[config.mk]
export PLATFORM = sky130hd
export DESIGN_NAME = pipe_hazard_ctrl
export DESIGN_NICKNAME = d
export VERILOG_FILES = /design/src/rtl/pipe_hazard_ctrl_pkg.sv /design/src/rtl/pipe_hazard_ctrl_sat_counter.sv /design/src/rtl/pipe_hazard_ctrl.sv
export SDC_FILE = /design/constraint.sdc
export NUM_CORES = 1
export LEC_CHECK = 0
export BUFFER_PORTS_ARGS = -buffer_cell sky130_fd_sc_hd__buf_4
export CORE_MARGIN = 2
export CORE_UTILIZATION = 40
export DETAILED_ROUTE_END_ITERATION = 8
export PLACE_DENSITY = 0.7
export REMOVE_ABC_BUFFERS = 1
export SYNTH_ARGS = -nofsm -noshare
export SYNTH_HDL_FRONTEND = slang
export SYNTH_HIERARCHICAL = 1
export SYNTH_SLANG_ARGS = --single-unit
[constraint.sdc]
create_clock -name clk -period 3.8 [get_ports clk]
set_clock_uncertainty 0.2 [all_clocks]
set_input_delay 0.19 -clock clk [delete_from_list [all_inputs] [get_ports clk]]
set_output_delay 0.19 -clock clk [all_outputs]
set_load 0.005 [all_outputs]
[src/rtl/pipe_hazard_ctrl_pkg.sv]
// Shared definitions for the pipeline hazard / forwarding controller.
//   - Forwarding-mux select encodings used on fwd_a / fwd_b.
//   - Packed structs for the EX, MEM and WB metadata slots.
//   - src_match(): the single register-dependency test used everywhere.
// Register addresses are stored at REG_ADDR_MAX bits; narrower datapath
// addresses are zero-extended on entry, so RA_W must not exceed REG_ADDR_MAX.
package pipe_hazard_ctrl_pkg;

    localparam int REG_ADDR_MAX = 8;

    localparam logic [1:0] FWD_RF    = 2'b00;
    localparam logic [1:0] FWD_EXMEM = 2'b10;
    localparam logic [1:0] FWD_MEMWB = 2'b01;

    typedef logic [REG_ADDR_MAX-1:0] reg_addr_t;

    typedef struct packed {
        logic      v;
        reg_addr_t rs;
        reg_addr_t rt;
        logic      use_rs;
        logic      use_rt;
        reg_addr_t rd;
        logic      rw;
        logic      mr;
    } ex_slot_t;

    typedef struct packed {
        logic      v;
        reg_addr_t rd;
        logic      rw;
        logic      mr;
    } mem_slot_t;

    typedef struct packed {
        logic      v;
        reg_addr_t rd;
        logic      rw;
    } wb_slot_t;

    // A source depends on a slot when the slot holds a live register write to
    // the same address and the source is actually read. Register 0 never
    // depends on anything when it is hardwired to zero.
    function automatic logic src_match(
        input logic      slot_v,
        input logic      slot_rw,
        input reg_addr_t slot_rd,
        input reg_addr_t src,
        input logic      use_src,
        input logic      zero_reg
    );
        return slot_v & slot_rw & (slot_rd == src) & use_src
               & ~(zero_reg & (src == '0));
    endfunction

endpackage

[src/rtl/pipe_hazard_ctrl_sat_counter.sv]
// sat_counter: W-bit event counter that increments on inc and sticks at
// all-ones instead of wrapping.
//   clk   in  clock, rising edge
//   rst_n in  asynchronous active-low reset (clears count)
//   inc   in  count this cycle
//   count out current value
module sat_counter #(
    parameter int W = 16
) (
    input  logic         clk,
    input  logic         rst_n,
    input  logic         inc,
    output logic [W-1:0] count
);

    logic [W-1:0] count_reg;

    always_ff @(posedge clk or negedge rst_n) begin
        if (!rst_n) begin
            count_reg <= '0;
        end else if (inc && (count_reg != '1)) begin
            count_reg <= count_reg + 1'b1;
        end
    end

    assign count = count_reg;

endmodule

[src/rtl/pipe_hazard_ctrl.sv]
// pipe_hazard_ctrl: hazard and forwarding controller for a 5-stage pipeline.
// Tracks register-use metadata for the instructions in EX, MEM and WB and
// derives, combinationally from those slots plus the ID-stage inputs:
//   pc_we / ifid_we            - freeze fetch on load-use or external stall
//   ifid/idex/exmem_flush      - bubble insertion (load-use, taken branch)
//   fwd_a / fwd_b              - EX operand forwarding selects
//   id_wt_a / id_wt_b          - ID regfile read takes the WB write data
//   stall_cnt / flush_cnt      - saturating counts of load-use / flush cycles
// Inputs: ext_stall freezes everything; id_* describe the instruction in ID;
// mem_branch_taken reports a taken branch resolved in MEM.
module pipe_hazard_ctrl
    import pipe_hazard_ctrl_pkg::*;
#(
    parameter int RA_W     = 5,
    parameter int ZERO_REG = 1,
    parameter int CNT_W    = 16
) (
    input  logic             clk,
    input  logic             rst_n,
    input  logic             ext_stall,
    input  logic             id_valid,
    input  logic [RA_W-1:0]  id_rs,
    input  logic [RA_W-1:0]  id_rt,
    input  logic             id_use_rs,
    input  logic             id_use_rt,
    input  logic [RA_W-1:0]  id_rd,
    input  logic             id_regwrite,
    input  logic             id_memread,
    input  logic             mem_branch_taken,
    output logic             pc_we,
    output logic             ifid_we,
    output logic             ifid_flush,
    output logic             idex_flush,
    output logic             exmem_flush,
    output logic [1:0]       fwd_a,
    output logic [1:0]       fwd_b,
    output logic             id_wt_a,
    output logic             id_wt_b,
    output logic [CNT_W-1:0] stall_cnt,
    output logic [CNT_W-1:0] flush_cnt
);

    localparam logic ZR = (ZERO_REG != 0);

    ex_slot_t  ex_reg;
    mem_slot_t mem_reg;
    wb_slot_t  wb_reg;

    // Per-operand views: index 0 is rs / operand A, index 1 is rt / operand B.
    reg_addr_t  id_src [2];
    logic       id_use [2];
    reg_addr_t  ex_src [2];
    logic       ex_use [2];
    logic [1:0] fwd_sel [2];
    logic [1:0] id_wt;
    logic [1:0] luse_src;

    logic luse_raw;
    logic luse;
    logic branch_flush;

    assign id_src[0] = reg_addr_t'(id_rs);
    assign id_src[1] = reg_addr_t'(id_rt);
    assign id_use[0] = id_use_rs;
    assign id_use[1] = id_use_rt;
    assign ex_src[0] = ex_reg.rs;
    assign ex_src[1] = ex_reg.rt;
    assign ex_use[0] = ex_reg.use_rs;
    assign ex_use[1] = ex_reg.use_rt;

    for (genvar gi = 0; gi < 2; gi++) begin : g_src
        // MEM is the younger producer, so it wins over WB.
        assign fwd_sel[gi] =
            src_match(mem_reg.v, mem_reg.rw, mem_reg.rd, ex_src[gi], ex_use[gi], ZR) ? FWD_EXMEM :
            src_match(wb_reg.v,  wb_reg.rw,  wb_reg.rd,  ex_src[gi], ex_use[gi], ZR) ? FWD_MEMWB :
                                                                                      FWD_RF;
        assign id_wt[gi] = id_valid &
            src_match(wb_reg.v, wb_reg.rw, wb_reg.rd, id_src[gi], id_use[gi], ZR);
        assign luse_src[gi] =
            src_match(ex_reg.v, ex_reg.rw, ex_reg.rd, id_src[gi], id_use[gi], ZR);
    end

    assign fwd_a   = fwd_sel[0];
    assign fwd_b   = fwd_sel[1];
    assign id_wt_a = id_wt[0];
    assign id_wt_b = id_wt[1];

    // luse_raw feeds the EX valid bit; the branch term there already kills
    // the instruction, so suppressing luse on a flush changes nothing there.
    assign luse_raw     = id_valid & ex_reg.v & ex_reg.mr & (|luse_src);
    assign branch_flush = mem_branch_taken & ~ext_stall;
    assign luse         = luse_raw & ~mem_branch_taken & ~ext_stall;

    always_comb begin
        pc_we       = 1'b1;
        ifid_we     = 1'b1;
        ifid_flush  = 1'b0;
        idex_flush  = 1'b0;
        exmem_flush = 1'b0;
        if (ext_stall) begin
            pc_we   = 1'b0;
            ifid_we = 1'b0;
        end else if (branch_flush) begin
            ifid_flush  = 1'b1;
            idex_flush  = 1'b1;
            exmem_flush = 1'b1;
        end else if (luse) begin
            pc_we      = 1'b0;
            ifid_we    = 1'b0;
            idex_flush = 1'b1;
        end
    end

    always_ff @(posedge clk or negedge rst_n) begin
        if (!rst_n) begin
            ex_reg  <= '0;
            mem_reg <= '0;
            wb_reg  <= '0;
        end else if (!ext_stall) begin
            wb_reg.v   <= mem_reg.v;
            wb_reg.rd  <= mem_reg.rd;
            wb_reg.rw  <= mem_reg.rw;
            mem_reg.v  <= ex_reg.v & ~mem_branch_taken;
            mem_reg.rd <= ex_reg.rd;
            mem_reg.rw <= ex_reg.rw;
            mem_reg.mr <= ex_reg.mr;
            ex_reg.v      <= id_valid & ~luse_raw & ~mem_branch_taken;
            ex_reg.rs     <= id_src[0];
            ex_reg.rt     <= id_src[1];
            ex_reg.use_rs <= id_use_rs;
            ex_reg.use_rt <= id_use_rt;
            ex_reg.rd     <= reg_addr_t'(id_rd);
            ex_reg.rw     <= id_regwrite;
            ex_reg.mr     <= id_memread;
        end
    end

    // The load flag in MEM is carried for the datapath's benefit only; no
    // hazard decision here reads it.
    logic unused_mem_mr;
    assign unused_mem_mr = mem_reg.mr;

    sat_counter #(.W(CNT_W)) u_stall_cnt (
        .clk   (clk),
        .rst_n (rst_n),
        .inc   (luse),
        .count (stall_cnt)
    );

    sat_counter #(.W(CNT_W)) u_flush_cnt (
        .clk   (clk),
        .rst_n (rst_n),
        .inc   (branch_flush),
        .count (flush_cnt)
    );

endmodule

==> impl_metrics.toml, run 1 <==
[status]
outcome = "complete, no violations"

[timing]
period_needed_ns = 2.910
fmax_mhz = 343.7
setup_viol = 0
post-route-period-util_pct = 76.57
grt_setup_unrepaired = "no"
finalHoldViolations = 0
setup_tns_ns = 0
maxSlewViolCount = 0
slew_headroom_pct = 43.84
worstMarginPinSlew_ns = 0.8423

[clock_tree]
cts-root-buf = "clkbuf_8"
htree_levels = 3
clk_latency_ns = 0.34
cts_made_buffers = 9
post_cts_resize_count = 0
holdBufCountCts = 22
cts_tree = "done"
cts_setup_buffers = 0
clk_pin_slew_ns = 0.07
cts_buffer_depth = 2
cts.sink_count = 66

[worst_setup_path]
cp.arrival_ns = 2.92
criticalPathCategory = "input port to flop"
worstSetupStartpointType = "input port"
crit_top_cell = "a31oi_1"
path_cells = "dlygate4sd3_1 -> buf_4 -> or4_1 -> o21ai_2 -> nor4_1 -> o2111a_2 -> nor3b_2 -> and3_1 -> and4_2 -> a31oi_1 -> a31oi_1"
worst_path_dominant_cell_family = "simple AND/OR/NAND/NOR gates"
crit_slowest_cell = "dlygate4sd3_1"
worstSetupEndpointType = "flop"
required_ns = 3.81
rrSetupSlack_ns = 1.01
slowest_delay_ns = 0.54
path_buf_inv = 2
cp_max_fo = 5

[grt]
grt_pass1_wl_um = 14160
grt.overflow.total = 0
grt.total_usage_pct = 18.21
grt_pass1_vias = 2863
grt_start_max_net_pins = 67
antenna_found_initial = 0

[layout]
drive_gt1_share_pct = 34.94
area_growth_pct = 28.70
final_cells = 503
finish.utilization_pct = 52.88
finalNetCount = 416
largest_reg_flops = 20
antennaDiodeCount = 0
mostFrequentLayoutCells = "dfrtp_1 (66), buf_4 (66), xnor2_1 (34)"
design_area_um2 = 4612
fill_cells = 752

[floorplan]
coreArea_um2 = 8721
row_count = 34
start_util_pct = 41.09
die_area_um2 = 9732
die_w_um = 98.65
fp.dieH_um = 98.65
ios = 67

[synthesis]
yosysSeqAreaShare_pct = 46.09
avgSynthCellArea_um2 = 11.87
synth_cell_types = 41
synthCells = 302
synth_ff_type = "dfrtp_1"
ys_ff_latch = 66
yosys_warnings = 6
synth_edf_count = 0
synthArstFlopShare_pct = 100.0
syn-cell-area_um2 = 3583

[drt]
drc = 0
ant_nets = 0
vias_per_cell = 5.537
wl_per_cell_um = 16.72
finalWirelength_um = 8412
dr.pass1.iters = 4
drt_iter0_drc = 81
vias = 2785

[power_and_ir_drop]
power_w = 0.001890
ir_drop_uv = 257.2
p_leak_nw = 2.003
power.density_nw_per_um2 = 409.7

[worst_hold_path]
hp-class = "input port to flop"

[place]
io_buffers = 66
hpwl_um = 5930
finalWeightedCongestion = 0.8377
dp_cells = 465
placed_area_um2 = 4165

[job]
max_cap_viol_count = 0
[cell type report]
cell class / instances / area (µm²) / share of cell area, %
well taps: 108 / 135.1 / 2.930
flip-flops and latches: 66 / 1652 / 35.81
inverters: 2 / 7.507 / 0.1628
multi-input cells: 223 / 1876 / 40.67
clock inverters: 6 / 88.84 / 1.926
repair buffers: 88 / 715.7 / 15.52
clock buffers: 10 / 137.6 / 2.984
[worst reg2reg max path: cells and delay by family (launching register included)]
family / cells / cell delay [ns]
AOI/OAI and AO/OA: 1 / 0.29
xor gates and xnor gates: 2 / 0.33
DFF: 1 / 0.44
and+or+nand+nor: 6 / 1.42
[worst paths after layout]
path,startpoint,end,depth (start not counted)
worst min-delay path,ext_stall,mem_reg[10],3
worst max-delay path,id_rs[0],u_stall_cnt/count[7],11
max in group asynchronous,rst_n,u_stall_cnt/count[12],2
min in group asynchronous,rst_n,ex_reg[22],2
worst max register to register,ex_reg[4],u_stall_cnt/count[14],9
worst min register to register,u_stall_cnt/count[15],u_stall_cnt/count[15],1
[power by group]
group | switching [W] | leakage [nW] | internal, W
Combinational | 0.000133 | 1.05 | 0.000190
Clock | 0.000283 | 0.109 | 0.000388
Sequential | 0.000120 | 0.841 | 0.000775
Total | 0.000536 | 2.00 | 0.00135
[Yosys cell counts, types with 2 or more instances]
cell type	count	share of area, %
nand3_4	2	0.98
buf_1	3	0.31
and4b_1	2	0.56
ha_1	2	0.70
dfrtp_1	66	46
xor2_1	20	4.9
a32oi_1	2	0.49
nand2_1	13	1.4
and3_1	4	0.70
nor4_4	4	2.4
mux2_1	2	0.63
and4_2	2	0.56
nor2_1	5	0.52
o31ai_4	2	1.2
inv_1	2	0.21
and4_1	2	0.49
nor2_2	2	0.35
clkbuf_1	6	0.63
mux2_2	32	10
a31oi_1	7	1.2
nand4_2	2	0.70
xnor2_1	34	8.3
nand3_1	13	1.8
o211ai_1	2	0.42
nand4_1	22	3.8
o21ai_0	5	0.70
nor3_2	2	0.56
nand4_4	2	1.2
o21a_1	10	2.1
nor4_1	8	1.4
and4_4	2	0.63
buf_4	2	0.42
nor3_1	2	0.28
or4_1	4	0.84
a21oi_1	6	0.84
[per-layer routing]
metal | wire (µm) | GRT usage (%)
met1 | 3658 | 23.68
met2 | 4251 | 30.14
met3 | 331 | 4.255
met4 | 170 | 6.006
met5 | 0 | 0
[cell families (layout without fill, tap and decap cells)]
family	after synthesis	after routing	synth area share [%]
fa+ha+maj	2	2	0.6982
simple gates	94	94	19.48
xor+xnor	54	54	13.20
flops	66	66	46.09
compound gates	39	39	8.275
mux	34	34	10.68
buf+inv	13	106	1.571
[per-stage QoR]
step           setup WS [ns]  hold WS (ns)
2_1_floorplan          1.406       -0.3056
3_3_place_gp           1.112        0.1460
3_5_place_dp           1.038        0.1589
4_1_cts               0.9138        0.1361
5_1_grt               0.6845        0.1812
6_report              0.8903        0.1530
No activity file was read; power rests on OpenSTA's default activity.
==> inputs of run 2 (changes only) <==
--- a/config.mk
+++ b/config.mk
@@ -5,11 +5,12 @@
 export SDC_FILE = /design/constraint.sdc
 export NUM_CORES = 1
 export LEC_CHECK = 0
+export ABC_AREA = 1
 export BUFFER_PORTS_ARGS = -buffer_cell sky130_fd_sc_hd__buf_4
 export CORE_MARGIN = 2
 export CORE_UTILIZATION = 40
 export DETAILED_ROUTE_END_ITERATION = 8
-export PLACE_DENSITY = 0.7
+export PLACE_DENSITY = 0.71
 export REMOVE_ABC_BUFFERS = 1
 export SYNTH_ARGS = -nofsm -noshare
 export SYNTH_HDL_FRONTEND = slang
==> constraint.sdc (replaced) <==
create_clock -name clk -period 2.4 [get_ports clk]
set_clock_uncertainty 0.2 [all_clocks]
set_input_delay 0.12 -clock clk [delete_from_list [all_inputs] [get_ports clk]]
set_output_delay 0.12 -clock clk [all_outputs]
set_load 0.005 [all_outputs]
==> run 2 against run 1 <==
Compared with the run above:
- die area grew 14%
- critical endpoint unchanged
- sequential share of layout area is 3.1 points lower
- critical path type unchanged
- first-iteration DRC count increased to 3.5 times the previous value
- sequential cell count unchanged
==> impl_metrics.toml, run 2 <==
[floorplan]
coreArea_um2 = 9864
die_area_um2 = 11100
ios = 67
fp.dieH_um = 105.3
row_count = 36
start_util_pct = 41.64
die_w_um = 105.3

[synthesis]
synth_fa_ha_area_share_pct = 0.6092
synth_cell_types = 29
synth_top_family_by_area = "simple AND/OR/NAND/NOR gates"
yosysSeqAreaShare_pct = 40.21
yosysMostFrequentCell = "nand2_1"
synthCells = 577
yosys.area_share.simple_pct = 36.16
synth_top_area_share_pct = 40.21
yosys_warnings = 6
synth_ff_type = "dfrtp_1"
synthMuxAreaShare_pct = 0
synthArstFlopShare_pct = 100.0
synth_xor_area_share_pct = 6.183
netlist_top_cells_count = "nand2_1 (217), dfrtp_1 (66), inv_1 (61)"
syn-cell-area_um2 = 4108
avgSynthCellArea_um2 = 7.119
ys_ff_latch = 66
yosysTopAreaCell = "dfrtp_1"
synth_edf_count = 0
synth_compound_area_share_pct = 8.407
synth_area_leaders = "dfrtp_1 (40%), nand2_1 (20%), inv_1 (5.6%)"

[layout]
finalNetCount = 687
antennaDiodeCount = 0
final_cells = 799
mostFrequentLayoutCells = "nand2_1 (217), dfrtp_1 (66), buf_4 (66)"
drive_gt1_share_pct = 16.67
area_growth_pct = 22.88
layout_commonest_cell = "nand2_1"
largest_reg_flops = 20

[clock_tree]
cts_made_buffers = 9
cts_setup_buffers = 0
cts_buffer_depth = 2
clk_latency_ns = 0.34
clk_pin_slew_ns = 0.07
holdBufCountCts = 22
cts.sink_count = 66
cts-root-buf = "clkbuf_8"
post_cts_resize_count = 0
cts_tree = "done"
htree_levels = 3

[drt]
drc = 0
dr.pass1.iters = 5
vias_per_cell = 5.061
wl_per_cell_um = 13.70
ant_nets = 0
vias = 4044
finalWirelength_um = 10950
drt_iter0_drc = 282

[worst_setup_path]
required_ns = 2.46
r2r_cells = 12
worstSetupStartpointType = "input port"
r2r_start = "ex_reg[2]"
rrSetupSlack_ns = 0.28
cp_max_fo = 16
criticalPathCategory = "input port to flop"
rr_endpoint = "u_stall_cnt/count[7]"
worstSetupEndpointType = "flop"
cp.arrival_ns = 2.27

[worst_hold_path]
hold_depth = 3
min_to = "wb_reg[0]"
hold_start = "ext_stall"
hp-class = "input port to flop"

[place]
io_buffers = 66
dp_cells = 761
hpwl_um = 7710
finalWeightedCongestion = 0.9554

[grt]
grt_start_max_net_pins = 67
grt.overflow.total = 0
antenna_found_initial = 0
grt.total_usage_pct = 20.70
grt_pass1_wl_um = 18440
grt_pass1_vias = 3925

[timing]
post-route-period-util_pct = 92.17
setup_viol = 0
slew_headroom_pct = 41.85
whs_ns = 0.04025
period_needed_ns = 2.212
setup_tns_ns = 0
fmax_mhz = 452.0
grt_setup_unrepaired = "no"
maxSlewViolCount = 0
finalHoldViolations = 0
worstMarginPinSlew_ns = 0.8722

[power_and_ir_drop]
ir_drop_uv = 497.8
power.density_nw_per_um2 = 535.5
p_leak_nw = 2.467

[status]
outcome = "complete, no violations"

[job]
max_cap_viol_count = 0
==> run 2: cell types whose count changed after synthesis, sizes merged, moves of 11 or more <==
cell,delta
o21ai,+42
nand3,+11
nor4,-11
nor2,+57
nand2,+212
inv,+62
xnor2,-15
mux2,-34
==> run 2: metal layers <==
layer / routed length (µm) / part of all wire [%] / up-vias / global-route usage, %
met5: 0 / 0 / - / 0
met4: 382 / 3.5 / 0 / 11.52
met3: 712 / 6.5 / 38 / 3.711
met2: 5066 / 46 / 157 / 32.72
met1: 4787 / 44 / 1871 / 26.72
li1: - / - / 1978 / -
==> run 2: area by class of cell <==
cell class	count	area (µm²)
Clock buffer	13	148.9
Clock inverter	3	15.01
Fill cell	951	4817
Inverter	64	240.2
Multi-Input combinational cell	432	2110
Sequential cell	66	1652
Tap cell	133	166.4
Timing Repair Buffer	88	715.7
==> run 2: critical path: stages <==
cell	delay [ns]
dlygate4sd3_1	0.54
buf_4	0.15
inv_1	0.15
nand2_1	0.07
nand2_1	0.05
nand2_1	0.04
nor2_1	0.11
nand2_1	0.06
nand2_1	0.12
nand3_2	0.10
inv_1	0.11
inv_1	0.08
nor2_4	0.35
nand2_1	0.10
o21ai_0	0.10
==> run 2: per-stage QoR <==
step | cell area (µm²) | utilization, % | power (W) | setup slack [ns]
after floorplan | 4001 | - | 0.001635 | 0.6144
after global placement | 4663 | 47.27 | 0.001863 | 0.3922
after detailed placement | 4663 | 47.27 | 0.001878 | 0.3494
after CTS | 5047 | 51.17 | 0.002731 | 0.2525
after global routing | 5047 | 51.17 | 0.002866 | 0.05119
final | 5047 | 51.17 | 0.002703 | 0.1878
==> run 2: power by group <==
| group | internal, W | switching [W] |
|---|---|---|
| Sequential | 0.00121 | 0.000147 |
| Combinational | 0.000250 | 0.000285 |
| Clock | 0.000399 | 0.000409 |
==> run 2: worst max path at each step <==
stage                         start                     to  slack, ns  cells after the start
after CTS                  id_rt[3]   u_stall_cnt/count[9]       0.25                     14
after global placement    ex_reg[2]   u_stall_cnt/count[7]       0.39                     11
after floorplan           ex_reg[3]  u_stall_cnt/count[15]       0.61                     16
final                      id_rt[3]   u_stall_cnt/count[7]       0.19                     15
after detailed placement  ex_reg[2]   u_stall_cnt/count[7]       0.35                     11
after global routing       id_rt[3]  u_stall_cnt/count[15]       0.05                     18
==> run 2: cell families after synthesis <==
family	after synthesis
AND/OR/NAND/NOR	338
buffers and inverters	79
AO/OA/AOI/OAI	63
flip-flops	66
adder cells (fa/ha/maj)	2
XOR/XNOR	29
